File: src/rtl/multicycle_control_unit_pkg.sv
// Shared encodings for the multi-cycle MIPS control unit: opcodes, ALU ops,
// FSM states, datapath selector codes and the opcode class used by the FSM.
package multicycle_control_unit_pkg;

  localparam logic [5:0] OP_RTYPE = 6'b000000;
  localparam logic [5:0] OP_MOVE  = 6'b100000;
  localparam logic [5:0] OP_ADDI  = 6'b000010;
  localparam logic [5:0] OP_SUBI  = 6'b000011;
  localparam logic [5:0] OP_ANDI  = 6'b000100;
  localparam logic [5:0] OP_ORI   = 6'b000101;
  localparam logic [5:0] OP_SLTI  = 6'b000111;
  localparam logic [5:0] OP_LW    = 6'b001000;
  localparam logic [5:0] OP_LB    = 6'b001001;
  localparam logic [5:0] OP_SW    = 6'b010000;
  localparam logic [5:0] OP_SB    = 6'b010001;
  localparam logic [5:0] OP_BEQ   = 6'b100011;
  localparam logic [5:0] OP_BNE   = 6'b100111;
  localparam logic [5:0] OP_J     = 6'b111000;
  localparam logic [5:0] OP_JAL   = 6'b111001;

  // AND is all-zero so the reset value and the forced-low value coincide.
  localparam logic [2:0] ALUOP_AND   = 3'b000;
  localparam logic [2:0] ALUOP_OR    = 3'b001;
  localparam logic [2:0] ALUOP_ADD   = 3'b010;
  localparam logic [2:0] ALUOP_RTYPE = 3'b011;
  localparam logic [2:0] ALUOP_SUB   = 3'b110;
  localparam logic [2:0] ALUOP_LESS  = 3'b111;

  localparam logic [1:0] PCSRC_PC4  = 2'd0;
  localparam logic [1:0] PCSRC_BR   = 2'd1;
  localparam logic [1:0] PCSRC_JMP  = 2'd2;
  localparam logic [1:0] REGDST_RT  = 2'd0;
  localparam logic [1:0] REGDST_RD  = 2'd1;
  localparam logic [1:0] REGDST_RA  = 2'd2;
  localparam logic [1:0] M2R_ALU    = 2'd0;
  localparam logic [1:0] M2R_MEM    = 2'd1;
  localparam logic [1:0] M2R_PC4    = 2'd2;

  typedef enum logic [2:0] {
    ST_FETCH  = 3'd0,
    ST_DECODE = 3'd1,
    ST_EXEC   = 3'd2,
    ST_MEM    = 3'd3,
    ST_WB     = 3'd4,
    ST_TRAP   = 3'd5
  } state_t;

  typedef enum logic [3:0] {
    CLS_RTYPE, CLS_IMM, CLS_LOAD, CLS_STORE,
    CLS_BEQ, CLS_BNE, CLS_J, CLS_JAL, CLS_ILLEGAL
  } op_class_t;

endpackage

File: src/rtl/multicycle_control_unit_opcode_classifier.sv
// Combinational opcode table: maps an opcode to its class, ALU op, byte flag
// and legality so the sequencing FSM never looks at raw opcodes.
module multicycle_control_unit_opcode_classifier
  import multicycle_control_unit_pkg::*;
#(
  parameter int OPCODE_W = 6,
  parameter int ALUOP_W  = 3
) (
  input  logic [OPCODE_W-1:0] i_opcode,
  output op_class_t           o_cls,
  output logic [ALUOP_W-1:0]  o_alu_op,
  output logic                o_is_byte,
  output logic                o_legal
);

  always_comb begin
    o_cls     = CLS_ILLEGAL;
    o_alu_op  = ALUOP_W'(ALUOP_AND);
    o_is_byte = 1'b0;
    case (i_opcode)
      OPCODE_W'(OP_RTYPE): begin o_cls = CLS_RTYPE; o_alu_op = ALUOP_W'(ALUOP_RTYPE); end
      OPCODE_W'(OP_MOVE):  begin o_cls = CLS_IMM;   o_alu_op = ALUOP_W'(ALUOP_ADD);   end
      OPCODE_W'(OP_ADDI):  begin o_cls = CLS_IMM;   o_alu_op = ALUOP_W'(ALUOP_ADD);   end
      OPCODE_W'(OP_SUBI):  begin o_cls = CLS_IMM;   o_alu_op = ALUOP_W'(ALUOP_SUB);   end
      OPCODE_W'(OP_ANDI):  begin o_cls = CLS_IMM;   o_alu_op = ALUOP_W'(ALUOP_AND);   end
      OPCODE_W'(OP_ORI):   begin o_cls = CLS_IMM;   o_alu_op = ALUOP_W'(ALUOP_OR);    end
      OPCODE_W'(OP_SLTI):  begin o_cls = CLS_IMM;   o_alu_op = ALUOP_W'(ALUOP_LESS);  end
      OPCODE_W'(OP_LW):    begin o_cls = CLS_LOAD;  o_alu_op = ALUOP_W'(ALUOP_ADD);   end
      OPCODE_W'(OP_LB):    begin o_cls = CLS_LOAD;  o_alu_op = ALUOP_W'(ALUOP_ADD); o_is_byte = 1'b1; end
      OPCODE_W'(OP_SW):    begin o_cls = CLS_STORE; o_alu_op = ALUOP_W'(ALUOP_ADD);   end
      OPCODE_W'(OP_SB):    begin o_cls = CLS_STORE; o_alu_op = ALUOP_W'(ALUOP_ADD); o_is_byte = 1'b1; end
      OPCODE_W'(OP_BEQ):   begin o_cls = CLS_BEQ;   o_alu_op = ALUOP_W'(ALUOP_SUB);   end
      OPCODE_W'(OP_BNE):   begin o_cls = CLS_BNE;   o_alu_op = ALUOP_W'(ALUOP_SUB);   end
      OPCODE_W'(OP_J):     o_cls = CLS_J;
      OPCODE_W'(OP_JAL):   o_cls = CLS_JAL;
      default:             o_cls = CLS_ILLEGAL;
    endcase
  end

  assign o_legal = (o_cls != CLS_ILLEGAL);

endmodule

File: src/rtl/multicycle_control_unit.sv
// Multi-cycle MIPS control FSM (FETCH/DECODE/EXEC/MEM/WB/TRAP) driving the shared
// datapath; memory strobes hold until memReady, illegal opcodes park in TRAP.
module multicycle_control_unit
  import multicycle_control_unit_pkg::*;
#(
  parameter int OPCODE_W = 6,
  parameter int ALUOP_W  = 3,
  parameter int CNT_W    = 32
) (
  input  logic                clk,
  input  logic                rst,
  input  logic [OPCODE_W-1:0] opcode,
  input  logic                zero,
  input  logic                memReady,
  output logic                pcWrite,
  output logic [1:0]          pcSrc,
  output logic                irWrite,
  output logic                memRead,
  output logic                memWrite,
  output logic                byteEn,
  output logic                regWrite,
  output logic [1:0]          regDst,
  output logic [1:0]          memToReg,
  output logic                ALUsrc,
  output logic [ALUOP_W-1:0]  ALUop,
  output logic                illegalOp,
  output logic [2:0]          state,
  output logic [CNT_W-1:0]    retired
);

  state_t              r_state;
  logic [OPCODE_W-1:0] r_op_reg;
  logic [CNT_W-1:0]    r_retired;

  logic [OPCODE_W-1:0] w_cls_op;
  op_class_t           w_cls;
  logic [ALUOP_W-1:0]  w_alu_op;
  logic                w_is_byte;
  logic                w_legal;

  // DECODE classifies the live IR field; later states use the latched copy.
  assign w_cls_op = (r_state == ST_DECODE) ? opcode : r_op_reg;

  multicycle_control_unit_opcode_classifier #(
    .OPCODE_W (OPCODE_W),
    .ALUOP_W  (ALUOP_W)
  ) u_classifier (
    .i_opcode  (w_cls_op),
    .o_cls     (w_cls),
    .o_alu_op  (w_alu_op),
    .o_is_byte (w_is_byte),
    .o_legal   (w_legal)
  );

  always_ff @(posedge clk) begin
    if (rst) begin
      r_state   <= ST_FETCH;
      r_op_reg  <= '0;
      r_retired <= '0;
    end else begin
      case (r_state)
        ST_FETCH:  if (memReady) r_state <= ST_DECODE;
        ST_DECODE: begin
          r_op_reg <= opcode;
          r_state  <= w_legal ? ST_EXEC : ST_TRAP;
        end
        ST_EXEC: begin
          case (w_cls)
            CLS_RTYPE, CLS_IMM:   r_state <= ST_WB;
            CLS_LOAD, CLS_STORE:  r_state <= ST_MEM;
            default: begin
              r_state   <= ST_FETCH;
              r_retired <= r_retired + CNT_W'(1);
            end
          endcase
        end
        ST_MEM: begin
          if (memReady) begin
            if (w_cls == CLS_LOAD) begin
              r_state <= ST_WB;
            end else begin
              r_state   <= ST_FETCH;
              r_retired <= r_retired + CNT_W'(1);
            end
          end
        end
        ST_WB: begin
          r_state   <= ST_FETCH;
          r_retired <= r_retired + CNT_W'(1);
        end
        default: r_state <= ST_TRAP;
      endcase
    end
  end

  always_comb begin
    pcWrite   = 1'b0;
    pcSrc     = PCSRC_PC4;
    irWrite   = 1'b0;
    memRead   = 1'b0;
    memWrite  = 1'b0;
    byteEn    = 1'b0;
    regWrite  = 1'b0;
    regDst    = REGDST_RT;
    memToReg  = M2R_ALU;
    ALUsrc    = 1'b0;
    ALUop     = ALUOP_W'(ALUOP_AND);
    illegalOp = 1'b0;
    state     = 3'd0;
    retired   = '0;
    if (!rst) begin
      state     = r_state;
      retired   = r_retired;
      illegalOp = (r_state == ST_TRAP);
      case (r_state)
        ST_FETCH: begin
          memRead = 1'b1;
          irWrite = memReady;
          pcWrite = memReady;
        end
        ST_EXEC: begin
          ALUop  = w_alu_op;
          ALUsrc = (w_cls == CLS_IMM) || (w_cls == CLS_LOAD) || (w_cls == CLS_STORE);
          case (w_cls)
            CLS_BEQ: begin pcSrc = PCSRC_BR; pcWrite = zero;  end
            CLS_BNE: begin pcSrc = PCSRC_BR; pcWrite = !zero; end
            CLS_J:   begin pcSrc = PCSRC_JMP; pcWrite = 1'b1; end
            CLS_JAL: begin
              pcSrc    = PCSRC_JMP;
              pcWrite  = 1'b1;
              regWrite = 1'b1;
              regDst   = REGDST_RA;
              memToReg = M2R_PC4;
            end
            default: ;
          endcase
        end
        ST_MEM: begin
          memRead  = (w_cls == CLS_LOAD);
          memWrite = (w_cls == CLS_STORE);
          byteEn   = w_is_byte;
        end
        ST_WB: begin
          regWrite = 1'b1;
          regDst   = (w_cls == CLS_RTYPE) ? REGDST_RD : REGDST_RT;
          memToReg = (w_cls == CLS_LOAD) ? M2R_MEM : M2R_ALU;
        end
        default: ;
      endcase
    end
  end

endmodule
File: config.mk
export PLATFORM = sky130hd
export DESIGN_NAME = multicycle_control_unit
export DESIGN_NICKNAME = d
export VERILOG_FILES = /design/src/rtl/multicycle_control_unit_pkg.sv /design/src/rtl/multicycle_control_unit_opcode_classifier.sv /design/src/rtl/multicycle_control_unit.sv
export SDC_FILE = /design/constraint.sdc
export NUM_CORES = 1
export LEC_CHECK = 0
export ABC_AREA = 1
export ABC_CLOCK_PERIOD_IN_PS = 8600
export CORE_AREA = 2 2 87 89
export DETAILED_ROUTE_END_ITERATION = 7
export DIE_AREA = 0 0 89 91
export PLACE_DENSITY = 0.7
export SLEW_MARGIN = 20
export SYNTH_ARGS = -nofsm -noshare
export SYNTH_HDL_FRONTEND = slang
export SYNTH_HIERARCHICAL = 1
export SYNTH_SLANG_ARGS = --single-unit
File: constraint.sdc
create_clock -name clk -period 8.6 [get_ports clk]
set_input_delay 1.72 -clock clk [delete_from_list [all_inputs] [get_ports clk]]
set_output_delay 1.72 -clock clk [all_outputs]
set_load 0.02 [all_outputs]
==> reports/metrics.yaml <==
outcome: "finished, final reports clean"
largest_register_ffs: 32
critPathLaunchType: "input port"
pre_cts_ws_ns: 2.20
grt_max_degree: 66
cts_max_level: 2
clock_path_buffers: 2
synth_area_um2: 3130
cts_tree: "done"
tns_ns: 0
skew_ns: 0.0112
grt_pass1_vias: 3185
ant_nets: 0
period_share_pct: 74.7
cts_setup_buffers: 0
final_hold_viol_count: 0
synth_cell_type_count: 31
rows: 31
dieArea_um2: 8100
busiest_layer: "met2"
relSlewSlack_pct: 50.3
max_cap_violations: 0
wl_per_cell_um: 11.3
routabilityCongestion: 0.848
dr.pass1.iters: 5
yosysSeqAreaShare_pct: 26.2
grtUsageTotal_pct: 21.0
worstPathCellList: "clkdlybuf4s50_1 -> inv_1 -> a21oi_1 -> nand2_1 -> inv_1 -> nand3_1 -> nand2_1 -> nor2_1 -> nand2_1 -> nor2_1 -> nor2_1 -> nand2_1 -> nor4_1 -> clkdlybuf4s50_1"
grt_pass1_wl_um: 13900
met1_usage_pct: 29.5
leakagePower_nw: 1.58
core_um2: 7140
syn-num-nets: 575
crit_family: "buffers and inverters"
clock.fmax_ghz: 0.156
drive_gt1_share_pct: 5.52
synthToLayoutAreaGrowth_pct: 23.9
setup_violations: 0
synth_ff_type: "dfxtp_1"
required_ns: 6.88
num-nets-final: 626
clkLatencyLatePin_ns: 0.30
fin_ws_ns: 2.17
grt_use_met3_pct: 3.64
use_met2_pct: 33.6
antenna_cells: 0
async_reset_ff_share_pct: 0
cp_max_fo: 8
detailed_place_hpwl_um: 6020
worstMarginPinSlew_ns: 0.744
path_common_cell: "nand2_1"
powerDensity_nw_per_um2: 249
die_height_um: 91
wl_um: 8070
crit_type: "input port to output port"
cts-hold-fix-buffers: 0
slew_violations: 0
syn_avg_cell_area_um2: 5.55
synthCells: 564
start_util_pct: 43.8
crit_buf_inv: 4
n_fill_cell: 790
ctsResizeCount: 0
die_width_um: 89
clockRootBuffer: "clkbuf_8"
cts.sinks: 41
cp_data_arrival_time_ns: 4.71
endpoint_kind: "output port"
hp-class: "register to register"
cp_slowest_cell: "clkdlybuf4s50_1"
clk_pin_slew_ns: 0.08
io_buffer_count: 61
vias_per_cell: 4.84
dr_total_vias: 3460
antenna_found_initial: 0
overflow: 0
peakVddDrop_mv: 0.296
synth_edf_count: 0
ys_ff_latch: 41
cpPeakStageDelay_ns: 0.68
ios: 62
finalCriticalPeriod_ns: 6.43
drc: 0
cts_made_buffers: 5
synth_warnings: 6
drt-initial-drc-count: 171
rsz0062_at_grt: "false"
per-stage QoR:
stage	cell area, um2	power [mW]	util (%)	cells	hold slack, ns
floorplan	3130	0.713	-	564	0.465
global placement	3760	0.797	52.7	707	0.487
detailed placement	3760	0.798	52.7	707	0.502
CTS	3880	0.968	54.3	715	0.514
global route	3880	1.06	54.3	715	0.552
finish	3880	0.965	54.3	715	0.515
where the power goes:
part | total [mW] | switching, mW | internal (mW) | leakage [nW]
Clock | 0.166 | 0.0710 | 0.0948 | 0.0585
Combinational | 0.575 | 0.406 | 0.169 | 1.19
Sequential | 0.224 | 0.0145 | 0.210 | 0.332
Total | 0.965 | 0.492 | 0.474 | 1.58
Yosys cell counts (all sizes together), types with 6 or more instances:
cell,n,share of area [%]
a211oi,7,1.7
dfxtp,41,26
nor3,12,2.1
nand4,11,2.2
o21ai,13,2.2
inv,99,12
nand2,136,16
buf,12,2.8
nor2,130,16
xor2,7,2.0
or2,6,1.2
nand3,47,7.7
a21oi,25,4.0
clkbuf,7,0.84
worst paths after layout:
check                             startpoint           end  slack [ns]  cells after the start
worst max-delay path               opcode[1]     regDst[0]        2.17                     14
worst min-delay path            r_retired[8]  r_retired[8]        0.51                      2
worst max register to register    r_state[1]  r_retired[7]        4.76                     18
worst min register to register  r_retired[8]  r_retired[8]        0.51                      2
layer usage:
metal / vias up / part of all wire, %
li1: 1846 / -
met1: 1521 / 49
met2: 86 / 44
met3: 7 / 5.2
met4: 0 / 0.84
met5: - / 0
cells by family (layout without fill, tap and decap cells):
kind of cell	Yosys count	count (layout)	share of synthesized area, %
simple gates	348	348	47.2
buf+inv	119	171	15.6
fa+ha+maj	1	1	0.400
flops	41	41	26.2
xor+xnor	7	7	1.96
compound gates	48	48	8.60
tightest hold or removal path, cell delays in order (launching register included):
cell	delay [ns]
dfxtp_1	0.35
nand2_1	0.07
a21oi_1	0.05
layout make-up:
type | instances | area [um2] | share of cell area, %
clock inverter | 1 | 30.0 | 0.775
multi-input combinational | 404 | 1820 | 46.9
tap | 99 | 124 | 3.20
sequential | 41 | 821 | 21.2
timing repair buffer | 63 | 621 | 16.0
inverter | 100 | 375 | 9.68
clock buffer | 7 | 86.3 | 2.23
layout by cell type (no fill, tap or decap), types with 7 or more instances in the layout:
master / count
a211oi_1: 7
a21oi_1: 25
clkdlybuf4s50_1: 60
dfxtp_1: 41
inv_1: 96
nand2_1: 134
nand3_1: 46
nand4_1: 11
nor2_1: 121
nor2_2: 9
nor3_1: 11
o21ai_0: 12
xor2_1: 7
Note: power is estimated with default switching activity, not from simulation.
